`config.mk`:
```
export PLATFORM = sky130hd
export DESIGN_NAME = lif_param_loader_flat
export DESIGN_NICKNAME = d
export VERILOG_FILES = /design/src/rtl/lif_param_loader_if.sv /design/src/rtl/lif_param_loader.sv /design/src/flat_wrapper.sv
export SDC_FILE = /design/constraint.sdc
export NUM_CORES = 1
export LEC_CHECK = 0
export CAP_MARGIN = 30
export CORE_AREA = 4 4 92 94
export CTS_CLUSTER_SIZE = 25
export DETAILED_ROUTE_END_ITERATION = 12
export DIE_AREA = 0 0 96 98
export PLACE_DENSITY = 0.77
export SETUP_SLACK_MARGIN = 0.4
export SKIP_LAST_GASP = 1
export SYNTH_ARGS = -nofsm -noshare
export SYNTH_HDL_FRONTEND = slang
export SYNTH_SLANG_ARGS = --single-unit
```
`constraint.sdc`:
```
create_clock -name clk -period 2.5 [get_ports clk]
set_input_delay 0.5 -clock clk [delete_from_list [all_inputs] [get_ports clk]]
set_output_delay 0.5 -clock clk [all_outputs]
set_load 0.01 [all_outputs]
```
`src/rtl/lif_param_loader_if.sv`:
```
// lif_param_loader_if
//   Configuration bus between a serial frame source and lif_param_loader.
//   master : drives enable, load_mode, serial_data; observes the active
//            parameter set and the status flags.
//   slave  : the loader itself (the inverse directions).
//   Signals:
//     enable        - global advance qualifier
//     load_mode     - frame gate, high while a frame is being sent
//     serial_data   - frame bit, MSB-first
//     threshold     - active threshold (8)
//     leak_rate     - active leak rate (8)
//     weight_a      - active channel A weight (8)
//     weight_b      - active channel B weight (8)
//     refrac_period - active refractory period (4)
//     params_ready  - active set is stable
//     load_done     - one-cycle commit pulse
//     load_err      - sticky frame error
interface lif_param_loader_if;
    logic       enable;
    logic       load_mode;
    logic       serial_data;
    logic [7:0] threshold;
    logic [7:0] leak_rate;
    logic [7:0] weight_a;
    logic [7:0] weight_b;
    logic [3:0] refrac_period;
    logic       params_ready;
    logic       load_done;
    logic       load_err;

    modport master (
        output enable, load_mode, serial_data,
        input  threshold, leak_rate, weight_a, weight_b, refrac_period,
        input  params_ready, load_done, load_err
    );

    modport slave (
        input  enable, load_mode, serial_data,
        output threshold, leak_rate, weight_a, weight_b, refrac_period,
        output params_ready, load_done, load_err
    );
endinterface

```
`src/rtl/lif_param_loader.sv`:
```
// lif_param_loader
//   Serial configuration front-end for lif_neuron_system. A 44-bit frame
//   (hdr, threshold, leak, weight_a, weight_b, refrac, chk; MSB-first) is
//   shifted into a shadow register while load_mode is high. The header and
//   the nibble-XOR checksum are then checked and, if both are good, all five
//   fields are committed to the active registers on a single edge.
//   Ports:
//     clk   - clock
//     reset - synchronous, active-high reset
//     bus   - lif_param_loader_if.slave (enable, load_mode, serial_data in;
//             active parameter set, params_ready, load_done, load_err out)
module lif_param_loader #(
    parameter logic [7:0] DEF_THRESHOLD = 8'd100,
    parameter logic [7:0] DEF_LEAK      = 8'd4,
    parameter logic [7:0] DEF_WEIGHT_A  = 8'd8,
    parameter logic [7:0] DEF_WEIGHT_B  = 8'd8,
    parameter logic [3:0] DEF_REFRAC    = 4'd2,
    parameter logic [3:0] SYNC_HDR      = 4'b1010
) (
    input  logic                 clk,
    input  logic                 reset,
    lif_param_loader_if.slave    bus
);

    typedef enum logic [1:0] {
        IDLE,
        SHIFT,
        CHECK,
        DONE
    } state_t;

    state_t      state;
    logic [43:0] shadow;
    logic [5:0]  bit_cnt;
    logic [3:0]  chk_calc;
    logic        frame_ok;

    // XOR of the nine payload nibbles (bits 39..4 of the shadow register).
    always_comb begin
        chk_calc = '0;
        for (int unsigned i = 0; i < 9; i++) begin
            chk_calc = chk_calc ^ shadow[39 - 4*i -: 4];
        end
        frame_ok = (shadow[43:40] == SYNC_HDR) && (shadow[3:0] == chk_calc);
    end

    always_ff @(posedge clk) begin
        if (reset) begin
            state             <= IDLE;
            shadow            <= '0;
            bit_cnt           <= '0;
            bus.threshold     <= DEF_THRESHOLD;
            bus.leak_rate     <= DEF_LEAK;
            bus.weight_a      <= DEF_WEIGHT_A;
            bus.weight_b      <= DEF_WEIGHT_B;
            bus.refrac_period <= DEF_REFRAC;
            bus.params_ready  <= 1'b1;
            bus.load_done     <= 1'b0;
            bus.load_err      <= 1'b0;
        end else if (bus.enable) begin
            bus.load_done <= 1'b0;
            case (state)
                IDLE: begin
                    bit_cnt <= '0;
                    if (bus.load_mode) begin
                        shadow           <= 44'(bus.serial_data);
                        bit_cnt          <= 6'd1;
                        bus.load_err     <= 1'b0;
                        bus.params_ready <= 1'b0;
                        state            <= SHIFT;
                    end
                end
                SHIFT: begin
                    if (bus.load_mode) begin
                        shadow  <= {shadow[42:0], bus.serial_data};
                        bit_cnt <= bit_cnt + 6'd1;
                        // bit_cnt==43 means this edge samples bit 43.
                        if (bit_cnt == 6'd43) begin
                            state <= CHECK;
                        end
                    end else begin
                        shadow           <= '0;
                        bit_cnt          <= '0;
                        bus.load_err     <= 1'b1;
                        bus.params_ready <= 1'b1;
                        state            <= IDLE;
                    end
                end
                CHECK: begin
                    if (frame_ok) begin
                        bus.threshold     <= shadow[39:32];
                        bus.leak_rate     <= shadow[31:24];
                        bus.weight_a      <= shadow[23:16];
                        bus.weight_b      <= shadow[15:8];
                        bus.refrac_period <= shadow[7:4];
                        bus.load_done     <= 1'b1;
                    end else begin
                        bus.load_err      <= 1'b1;
                    end
                    bus.params_ready <= 1'b1;
                    state            <= DONE;
                end
                DONE: begin
                    // Counter stays saturated until the frame gate drops.
                    if (!bus.load_mode) begin
                        bit_cnt <= '0;
                        state   <= IDLE;
                    end
                end
                default: begin
                    state <= IDLE;
                end
            endcase
        end
    end

endmodule

```
`src/flat_wrapper.sv`:
```
// flat-port wrapper written by rule: the top's interface ports become plain ports
module lif_param_loader_flat 
#(
    parameter logic [7:0] DEF_THRESHOLD = 8'd100,
    parameter logic [7:0] DEF_LEAK      = 8'd4,
    parameter logic [7:0] DEF_WEIGHT_A  = 8'd8,
    parameter logic [7:0] DEF_WEIGHT_B  = 8'd8,
    parameter logic [3:0] DEF_REFRAC    = 4'd2,
    parameter logic [3:0] SYNC_HDR      = 4'b1010
)
  (clk, reset, bus_enable, bus_load_mode, bus_serial_data, bus_threshold, bus_leak_rate, bus_weight_a, bus_weight_b, bus_refrac_period, bus_params_ready, bus_load_done, bus_load_err);
  lif_param_loader_if bus_i ();
  input  logic clk;
  input  logic reset;
  input wire logic [$bits(bus_i.enable)-1:0] bus_enable;
  input wire logic [$bits(bus_i.load_mode)-1:0] bus_load_mode;
  input wire logic [$bits(bus_i.serial_data)-1:0] bus_serial_data;
  output wire logic [$bits(bus_i.threshold)-1:0] bus_threshold;
  output wire logic [$bits(bus_i.leak_rate)-1:0] bus_leak_rate;
  output wire logic [$bits(bus_i.weight_a)-1:0] bus_weight_a;
  output wire logic [$bits(bus_i.weight_b)-1:0] bus_weight_b;
  output wire logic [$bits(bus_i.refrac_period)-1:0] bus_refrac_period;
  output wire logic [$bits(bus_i.params_ready)-1:0] bus_params_ready;
  output wire logic [$bits(bus_i.load_done)-1:0] bus_load_done;
  output wire logic [$bits(bus_i.load_err)-1:0] bus_load_err;
  assign bus_i.enable = bus_enable;
  assign bus_i.load_mode = bus_load_mode;
  assign bus_i.serial_data = bus_serial_data;
  assign bus_threshold = bus_i.threshold;
  assign bus_leak_rate = bus_i.leak_rate;
  assign bus_weight_a = bus_i.weight_a;
  assign bus_weight_b = bus_i.weight_b;
  assign bus_refrac_period = bus_i.refrac_period;
  assign bus_params_ready = bus_i.params_ready;
  assign bus_load_done = bus_i.load_done;
  assign bus_load_err = bus_i.load_err;
  lif_param_loader #(.DEF_THRESHOLD(DEF_THRESHOLD), .DEF_LEAK(DEF_LEAK), .DEF_WEIGHT_A(DEF_WEIGHT_A), .DEF_WEIGHT_B(DEF_WEIGHT_B), .DEF_REFRAC(DEF_REFRAC), .SYNC_HDR(SYNC_HDR)) u_core (.clk(clk), .reset(reset), .bus(bus_i));
endmodule
```
==> reports/metrics.csv <==
stage,metric,value,unit
clock_network,Sink Count,91,
clock_network,clock buffer depth,2,
sta,endpoints failing setup,0,
grt,initial antenna violation count,0,
detailed_routing,Top Metal Used,met4,
detailed_routing,metal2 WL,4101,µm
floorplan,I/O pin total,44,
grt,pin count of the biggest net entering global routing,125,
synthesis,ys flop type,dfxtp_1,
clock_network,H-Tree Depth,3,
worst_hold_path,Hold WC Path Type,reg -> reg,
clock_network,CTS tree,yes,
sta,setup TNS,0,ns
clock_network,Clock Pin Slew Worst Setup and Hold Paths,0.09,ns
synthesis,cell taking the most area after synthesis,dfxtp_1,
worst_setup_path,CP startpoint kind,register,
clock_network,hold buffers post-CTS,0,
detailed_routing,WL met3,334,µm
place,# port buffers,43,
detailed_routing,DRT Pass-1 Iters,4,
floorplan,Core ar.,7647,µm²
worst_setup_path,critical-path cell list,xnor2_2 > xnor3_2 > xnor2_1 > nor4_4 > and3_4 > buf_12 > buf_16 > mux2i_1,
synthesis,mapped cell area,4165,µm²
pwr,leakage,0.001628,µW
synthesis,share of the synthesized area in the top cell type,43.74,%
grt,first-pass GRT wire length,14420,µm
synthesis,synth unique cells,35,
floorplan,Die Width,96,µm
detailed_routing,DR WL/cell,14.12,µm
clock_network,clk_lat worst skew,0.36,ns
sta,Slew headroom,69.52,%
finish,layout net count,511,
finish,n_diodes,0,
synthesis,register area share after synthesis,43.74,%
synthesis,cells after synthesis,464,
grt,vias in the first global route,3056,
worst_setup_path,CP arrival,2.49,ns
finish,Fillers,608,
pwr,worst vdd ir,0.4964,mV
outcome,run status,completed,
floorplan,Die ar.,9408,µm²
clock_network,Num CTS Buffers,9,
synthesis,number of synthesized flops with an enable pin,0,
floorplan,Initial Utilization,54.47,%
grt,Tot GR Track Use,19.07,%
sta,Max Slew Vio Count,0,
clock_network,Root Buffer,clkbuf_8,
synthesis,Commonest cells post-synth,"dfxtp_1, nand2b_1, nand2_1",
sta,Fmax,455.3,MHz
synthesis,Area contributors post-synth,"dfxtp_1, nand2b_1, mux2i_1",
worst_setup_path,Setup CP Type,reg -> reg,
worst_setup_path,biggest cell delay along the critical path,0.44,ns
detailed_routing,DRT Wirelength,8555,µm
sta,Worst-Margin Slew,0.4572,ns
place,HPWL Detailed,5376,µm
detailed_routing,ANT nets after route,0,
detailed_routing,DR vias,3196,
finish,share of post-route cells with drive strength above 1,9.722,%
sta,number of hold violations in the final report,0,
sta,clock skew,0.008443,ns
sta,fin crit share,87.86,%
synthesis,Syn Area/Cell,8.977,µm²
worst_setup_path,Worst Path Buf+Inv,2,
place,DP Cell Count,585,
synthesis,most common cell in the netlist,dfxtp_1,
floorplan,die span in y,98,µm
worst_setup_path,CP Capture Type,register,
pwr,Power Density,517.6,nW/µm²
synthesis,asr flop ratio synth,0,%
synthesis,flop and latch count out of synthesis,91,
worst_setup_path,slowest CP cell,xnor3_2,
grt,GRT overflow,0,
synthesis,Yosys warnings,0,
pwr,Power Total,2604,µW
place,RD Place Congestion,0.8397,
sta,RSZ-0062 raised after global routing,yes,
worst_setup_path,Crit path required time,2.79,ns
floorplan,Std-Cell Rows,32,
detailed_routing,wire length on met1,3901,µm
worst_setup_path,"CP delay by family, top",XOR/XNOR gates,
sta,post-layout min period,2.196,ns
finish,Post-Layout Cell Count,606,
worst_setup_path,Worst Path Max Fanout,10,
finish,Area Overhead vs Synth,20.76,%
detailed_routing,drc violations,0,
detailed_routing,Iteration-0 DRC Markers,171,
synthesis,Syn Nets,475,
job,max-cap violations,0,
detailed_routing,via/cell ratio,5.274,
metrics by stage:
step	utilization, %	hold slack, ns	setup WS [ns]	cell area [µm²]
2_1_floorplan	-	0.4321	0.4210	4165
3_3_place_gp	60.93	0.4385	0.2628	4659
3_5_place_dp	60.93	0.4537	0.1914	4659
4_1_cts	65.33	0.4654	0.2743	4996
5_1_grt	65.77	0.4904	0.1743	5030
6_report	65.77	0.4596	0.3036	5030
kinds of logic after synthesis:
logic type                 synth area share, %
AOI/OAI and AO/OA                        7.120
xor gates and xnor gates                 8.982
adders and majority gates                1.802
buffers and inverters                    4.806
DFF                                      43.74
muxes                                    9.132
and+or+nand+nor                          24.42
worst reg2reg max path: stages, from the launching register on:
cell and delay, ns:
dfxtp_4 0.37, xnor2_2 0.14, xnor3_2 0.44, xnor2_1 0.17, nor4_4 0.29, and3_4 0.30
buf_12 0.12, buf_16 0.13, mux2i_1 0.17
cells in the final DEF, fill, tap and decap left out, types with 7 or more instances in the layout:
master / Yosys / final
xnor2_1: 27 / 22
clkbuf_8: 0 / 9
nand2_1: 54 / 54
mux2i_1: 38 / 36
clkdlybuf4s50_1: 0 / 42
nand3_1: 47 / 47
dfxtp_1: 91 / 85
a21oi_1: 48 / 48
nand2b_1: 62 / 62
nor2_1: 22 / 22
buf_12: 4 / 7
flip-flops by register name, indices dropped and copies added, names as in the netlist, named ones only:
name	flops
u_core.bit_cnt	6
u_core.bus.leak_rate	8
u_core.bus.load_done	1
u_core.bus.load_err	1
u_core.bus.params_ready	1
u_core.bus.refrac_period	4
u_core.bus.threshold	8
u_core.bus.weight_a	8
u_core.bus.weight_b	8
u_core.shadow	44
u_core.state	1
power breakdown:
part	leakage (µW)	total [µW]	internal (µW)	switching, µW
combinational	0.000803	167	61.0	106
clock	0.0000877	978	458	520
sequential	0.000737	1460	1450	6.48
what timing repair did:
| item | CTS | global route |
|---|---|---|
| endpoints found under the setup margin | 37 | 46 |
| gates resized for setup | 12 | 7 |
| pin swaps | 4 | 2 |
| setup buffers | 4 | 0 |
| cloned | 2 | 0 |
final cells by class:
cell class | count | area [µm²] | share of cell area, %
clock inverter | 6 | 66.31 | 1.318
tap | 102 | 127.6 | 2.537
timing repair buffer | 58 | 665.6 | 13.23
inverter | 3 | 11.26 | 0.2239
multi-input combinational | 337 | 2201 | 43.76
sequential | 91 | 1834 | 36.47
clock buffer | 9 | 123.9 | 2.463
path summary, 6_finish.rpt:
| kind | endpoint | start | depth (start not counted) | slack [ns] |
|---|---|---|---|---|
| hold / removal | u_core.shadow[43]$_SDFFE_PP0P_ | u_core.shadow[43]$_SDFFE_PP0P_ | 2 | 0.46 |
| setup / recovery | u_core.bus.weight_b[5]$_SDFFE_PP0P_ | u_core.shadow[9]$_SDFFE_PP0P_ | 8 | 0.30 |
| hold reg to reg | u_core.shadow[43]$_SDFFE_PP0P_ | u_core.shadow[43]$_SDFFE_PP0P_ | 2 | 0.46 |
| setup reg to reg | u_core.bus.weight_b[5]$_SDFFE_PP0P_ | u_core.shadow[9]$_SDFFE_PP0P_ | 8 | 0.30 |
per-layer routing:
layer	vias up	GRT usage, %
met5	-	0
met4	0	7.112
met2	66	29.90
met3	18	4.314
li1	1620	-
met1	1492	25.41
Power figures use the tool's default switching activity.
